--- config.mk ---
export PLATFORM = sky130hd
export DESIGN_NAME = hyper_phy_arbiter
export DESIGN_NICKNAME = d
export VERILOG_FILES = /design/src/rtl/hyper_phy_arbiter.sv
export SDC_FILE = /design/constraint.sdc
export NUM_CORES = 1
export LEC_CHECK = 0
export CAP_MARGIN = 20
export CORE_ASPECT_RATIO = 0.75
export CORE_MARGIN = 2
export CORE_UTILIZATION = 38
export DETAILED_ROUTE_END_ITERATION = 6
export HOLD_SLACK_MARGIN = 0.05
export PLACE_DENSITY = 0.78
export SLEW_MARGIN = 20
export SYNTH_ARGS = -nofsm -noshare
export SYNTH_HDL_FRONTEND = slang
export SYNTH_SLANG_ARGS = --single-unit
--- constraint.sdc ---
create_clock -name clk_i -period 2 [get_ports clk_i]
set_clock_uncertainty 0.1 [all_clocks]
set_input_delay 0.3 -clock clk_i [delete_from_list [all_inputs] [get_ports clk_i]]
set_output_delay 0.3 -clock clk_i [all_outputs]
set_load 0.005 [all_outputs]
--- src/rtl/hyper_phy_arbiter.sv ---
// Two-requester arbiter for the shared HyperBus PHY. It grants round-robin,
// holds the grant for one whole transaction, enforces a CS-high gap between
// PHY transactions, and aborts any transaction whose completion never arrives.
module hyper_phy_arbiter #(
  parameter int ADDR_W  = 32,
  parameter int LEN_W   = 16,
  parameter int CS_GAP  = 4,
  parameter int TIMEOUT = 1024
) (
  input  logic              clk_i,
  input  logic              rst_i,
  input  logic              req0_valid_i,
  output logic              req0_ready_o,
  input  logic [ADDR_W-1:0] req0_addr_i,
  input  logic [LEN_W-1:0]  req0_len_i,
  input  logic              req0_we_i,
  input  logic              req0_cs_i,
  output logic              req0_done_o,
  output logic              req0_err_o,
  input  logic              req1_valid_i,
  output logic              req1_ready_o,
  input  logic [ADDR_W-1:0] req1_addr_i,
  input  logic [LEN_W-1:0]  req1_len_i,
  input  logic              req1_we_i,
  input  logic              req1_cs_i,
  output logic              req1_done_o,
  output logic              req1_err_o,
  output logic              phy_valid_o,
  input  logic              phy_ready_i,
  output logic [ADDR_W-1:0] phy_addr_o,
  output logic [LEN_W-1:0]  phy_len_o,
  output logic              phy_we_o,
  output logic              phy_cs_o,
  input  logic              phy_done_i,
  output logic              phy_abort_o,
  output logic              busy_o,
  output logic              owner_o
);

  localparam logic [1:0] S_IDLE  = 2'd0;
  localparam logic [1:0] S_ISSUE = 2'd1;
  localparam logic [1:0] S_WAIT  = 2'd2;
  localparam logic [1:0] S_GAP   = 2'd3;

  localparam int TMR_W = $clog2(TIMEOUT + 1);
  localparam int GAP_W = $clog2(CS_GAP + 1);

  logic [1:0]        state;
  logic              rr_ptr;
  logic [TMR_W-1:0]  timer;
  logic [GAP_W-1:0]  gap_cnt;
  logic              done_r;
  logic              err_r;
  logic [ADDR_W-1:0] cmd_addr;
  logic [LEN_W-1:0]  cmd_len;
  logic              cmd_we;
  logic              cmd_cs;

  logic              winner;
  logic              accept;
  logic [ADDR_W-1:0] win_addr;
  logic [LEN_W-1:0]  win_len;
  logic              win_we;
  logic              win_cs;
  logic              timeout_hit;

  // Pick the winner (single valid wins, otherwise rr_ptr) and mux its command.
  always_comb begin
    winner = rr_ptr;
    if (req0_valid_i && !req1_valid_i) begin
      winner = 1'b0;
    end else if (!req0_valid_i && req1_valid_i) begin
      winner = 1'b1;
    end
    accept   = (state == S_IDLE) && !rst_i && (req0_valid_i || req1_valid_i);
    win_addr = winner ? req1_addr_i : req0_addr_i;
    win_len  = winner ? req1_len_i  : req0_len_i;
    win_we   = winner ? req1_we_i   : req0_we_i;
    win_cs   = winner ? req1_cs_i   : req0_cs_i;
  end

  assign req0_ready_o = accept && !winner;
  assign req1_ready_o = accept && winner;

  // A completion arriving on the last allowed cycle takes priority over abort.
  assign timeout_hit = (state == S_WAIT) && (timer == TMR_W'(TIMEOUT - 1));
  assign phy_abort_o = timeout_hit && !phy_done_i;

  assign phy_valid_o = (state == S_ISSUE);
  assign phy_addr_o  = cmd_addr;
  assign phy_len_o   = cmd_len;
  assign phy_we_o    = cmd_we;
  assign phy_cs_o    = cmd_cs;
  assign busy_o      = (state != S_IDLE);

  // Completion pulses are routed only to the requester that owns the grant.
  assign req0_done_o = done_r && !owner_o;
  assign req1_done_o = done_r && owner_o;
  assign req0_err_o  = err_r && !owner_o;
  assign req1_err_o  = err_r && owner_o;

  // Transaction sequencer: arbitration, PHY handshake, watchdog and CS gap.
  always_ff @(posedge clk_i or posedge rst_i) begin
    if (rst_i) begin
      state    <= S_IDLE;
      rr_ptr   <= 1'b0;
      owner_o  <= 1'b0;
      timer    <= '0;
      gap_cnt  <= '0;
      done_r   <= 1'b0;
      err_r    <= 1'b0;
      cmd_addr <= '0;
      cmd_len  <= '0;
      cmd_we   <= 1'b0;
      cmd_cs   <= 1'b0;
    end else begin
      done_r <= 1'b0;
      err_r  <= 1'b0;
      case (state)
        S_IDLE: begin
          if (accept) begin
            cmd_addr <= win_addr;
            cmd_len  <= win_len;
            cmd_we   <= win_we;
            cmd_cs   <= win_cs;
            owner_o  <= winner;
            rr_ptr   <= ~winner;
            // Zero-length commands are rejected without touching the PHY.
            if (win_len == '0) begin
              done_r <= 1'b1;
              err_r  <= 1'b1;
            end else begin
              state <= S_ISSUE;
            end
          end
        end
        S_ISSUE: begin
          if (phy_ready_i) begin
            state <= S_WAIT;
            timer <= '0;
          end
        end
        S_WAIT: begin
          if (phy_done_i) begin
            done_r  <= 1'b1;
            state   <= S_GAP;
            gap_cnt <= GAP_W'(CS_GAP - 1);
          end else if (timeout_hit) begin
            done_r  <= 1'b1;
            err_r   <= 1'b1;
            state   <= S_GAP;
            gap_cnt <= GAP_W'(CS_GAP - 1);
          end else begin
            timer <= timer + 1'b1;
          end
        end
        default: begin
          if (gap_cnt == '0) begin
            state <= S_IDLE;
          end else begin
            gap_cnt <= gap_cnt - 1'b1;
          end
        end
      endcase
    end
  end

endmodule

==> flow_metrics.tcl <==
set metrics [dict create \
    topRoutingLayerUsed "met4" \
    synthCells 369 \
    vdd.ir_drop.worst_mv 0.7853 \
    core_region_area_um2 9084 \
    seq_area_frac_synth_pct 49.12 \
    via_count 3944 \
    timing.critical_path.slowest_cell_delay_ns 0.39 \
    total_power_mw 8.098 \
    outcome "complete, but fails checks" \
    path_clk_slew_ns 0.06 \
    synthDistinctLibCells 41 \
    pre_cts_ws_ns -0.5197 \
    dr.first_iter.drc_count 326 \
    worstSetupStartpointType "flop" \
    final_cell_area_um2 6509 \
    critPathArrivalTime_ns 2.23 \
    die_width_um 115.9 \
    ys_seq_elements 70 \
    hold-path-cell-count 2 \
    die_area_um2 10180 \
    cts.sink_count 70 \
    routedWlPerCell_um 19.15 \
    remaining_routing_drc_violations 0 \
    p_per_area_nw_per_um2 1244 \
    clock_path_buffers 2 \
    synth.cell_area_um2 3566 \
    buffer_ports.inserted 165 \
    synth-async-reset-ratio_pct 100.0 \
    hold_path.class "flop to flop" \
    setup_ws_ns -0.1271 \
    timing.final.crit_share_pct 106.4 \
    io_pins 166 \
    max_capacitance_violation_count 0 \
    final_net_count 698 \
    synthTopCellsByArea "dfrtp_1 (49%), a222oi_1 (9.5%), inv_1 (5.5%)" \
    slew-limit-headroom_pct 62.37 \
    cp_cell_sequence "inv_2 -> ha_4 -> inv_4 -> nor2_4 -> buf_6 -> buf_6 -> o21ai_4 -> buf_12 -> buf_16 -> a222oi_1 -> inv_1" \
    final_cell_mix "clkdlybuf4s50_1 (158), dfrtp_1 (69), buf_4 (49)" \
    total_leakage_power_nw 2.949 \
    flow.area_growth_from_synthesis_pct 82.53 \
    crit-reg2reg-capture "phy_addr_o[3]" \
    detailed_place_hpwl_um 9038 \
    ant_nets 0 \
    gp_routability_congestion 0.8343 \
    globalRoute.totalOverflow 0 \
    critical-path-slowest-cell "dfrtp_1" \
    drt-total-wl_um 13770 \
    std_cell_rows 30 \
    synth.top_cell.area_share_pct 49.12 \
    routed-wl-met2_um 7058 \
    number_of_placed_cells_counting_well_taps 682 \
    synth_flop_cell "dfrtp_1" \
    root_buffer "clkbuf_16" \
    hold_slack_ns 0.3766 \
    placement.cell_area_um2 5687 \
    synth_enable_flop_cells 0 \
    antenna_found_initial 0 \
    layout_commonest_cell "clkdlybuf4s50_1" \
    failed_checks "setup timing" \
    r2r.worst_path.cells 11 \
    initial_core_utilization_pct 39.26 \
    worstSetupEndpointType "flop" \
    antenna_cells 0 \
    detail_route.vias_per_cell 5.485 \
    setup_viol_count_final 10 \
    cts_made_buffers 9 \
    grt_pass1_vias 3913 \
    detailedRoute.firstPassIterationCount 7 \
    critPathMostFrequentCell "buf_6" \
    tritoncts "built" \
    detailroute.wirelength.met3_um 1200 \
    tightestPinTransition_ns 0.5624 \
    synth_area_per_cell_um2 9.664 \
    timing.critical_path.buf_inv 7 \
    fin_cells 719 \
    grt_setup_unrepaired "true" \
    fp.dieH_um 87.90 \
    hold_violations 0 \
    synth_area_leader_cell "dfrtp_1" \
    tns_ns -0.3729 \
    hp-start "phy_len_o[15]" \
    fraction_of_layout_cells_with_a_size_suffix_above_1_pct 22.00 \
    r2r_setup_slk_ns -0.13 \
    fmaxAchievable_mhz 470.1 \
    finalWorstPathRequiredPeriod_ns 2.127 \
    m1WireLength_um 5240 \
    final_core_util_pct 71.65 \
    critical_path.max_fanout 8 \
    setup.worst_path.class "flop to flop" \
    worstPathRequired_ns 2.10 \
    maximum_number_of_pins_on_one_net_before_global_route_repair 39 \
    syn_nets 481 \
    r2r_start "state[0]" \
    track_usage_pct 26.60 \
    min_delay_worst_endpoint "phy_len_o[15]" \
    synth.yosys.warnings 0 \
    grt_first_pass_wirelength_um 20400 \
    slew_viol_final 0 \
    clk-insertion-delay-late_ns 0.33 \
    cts-htree-levels 3 \
    crit_path_leading_delay_family "buffers and inverters" \
]
==> layer usage <==
layer / track usage (%) / vias up
li1: - / 1787
met1: 31.20 / 1976
met2: 45.03 / 155
met3: 10.24 / 26
met4: 9.416 / 0
met5: 0 / -
==> worst max-delay path by stage <==
stage	startpoint	endpoint	depth (start not counted)
2_1_floorplan	state[0]	req0_ready_o	7
3_3_place_gp	req0_valid_i	state[0]	8
3_5_place_dp	req0_valid_i	state[0]	8
4_1_cts	timer[0]	state[1]	7
5_1_grt	state[0]	phy_addr_o[3]	11
6_report	state[0]	phy_addr_o[3]	11
==> cells in the mapped netlist, drive strengths merged, types with 2 or more instances <==
cell type,n
nor2b,3
o41ai,2
and2,3
nand2b,6
a222oi,34
inv,52
o211ai,8
nand2,35
o21ai,21
nor4,2
nor3,4
nor2,17
nand4,6
a21oi,4
buf,11
a2bb2oi,8
a21o,4
ha,6
o21a,4
nand3,17
a22oi,4
dfrtp,70
and4,3
o31ai,5
mux2i,9
clkbuf,14
and3,3
a31oi,6
==> layout make-up <==
type,count,area (µm²)
Clock inverter,6,38.79
Timing Repair Buffer,231,2325
Inverter,53,205.2
Multi-Input combinational cell,221,1798
Clock buffer,10,229.0
Sequential cell,70,1753
Fill cell,638,2575
Tap cell,128,160.2
==> registers in the layout, summed over array words and instances, names as in the netlist <==
signal      flops
phy_addr_o     32
phy_len_o      16
timer          11
gap_cnt         3
state           2
done_r          1
err_r           1
owner_o         1
phy_cs_o        1
phy_we_o        1
rr_ptr          1
==> report_power, final <==
group | internal, mW | total (mW) | switching [mW]
clock network | 0.834 | 1.45 | 0.618
logic | 2.43 | 4.28 | 1.85
registers | 1.99 | 2.36 | 0.376
total | 5.26 | 8.10 | 2.84
==> timing repair <==
action                                 4_1_cts  5_1_grt
setup endpoints to repair                   49       55
buffers inserted                             7       11
pin swaps                                   20       29
resized for setup                           54       38
hold buffers                                 0        0
endpoints found under the hold margin        0        0
gates cloned                                 4        1
==> logic make-up after synthesis <==
group	Yosys count	share of synthesized area (%)
xor gates and xnor gates	1	0.2457
AOI/OAI and AO/OA	105	23.12
buffers and inverters	78	9.263
DFF	70	49.12
adders and majority gates	6	2.105
and+or+nand+nor	100	13.61
muxes	9	2.526
==> tightest hold or removal path, delay by kind of cell, from the launching register on <==
family	cells	cell delay, ns
flops	1	0.34
simple gates	2	0.10
Power figures use the tool's default switching activity.
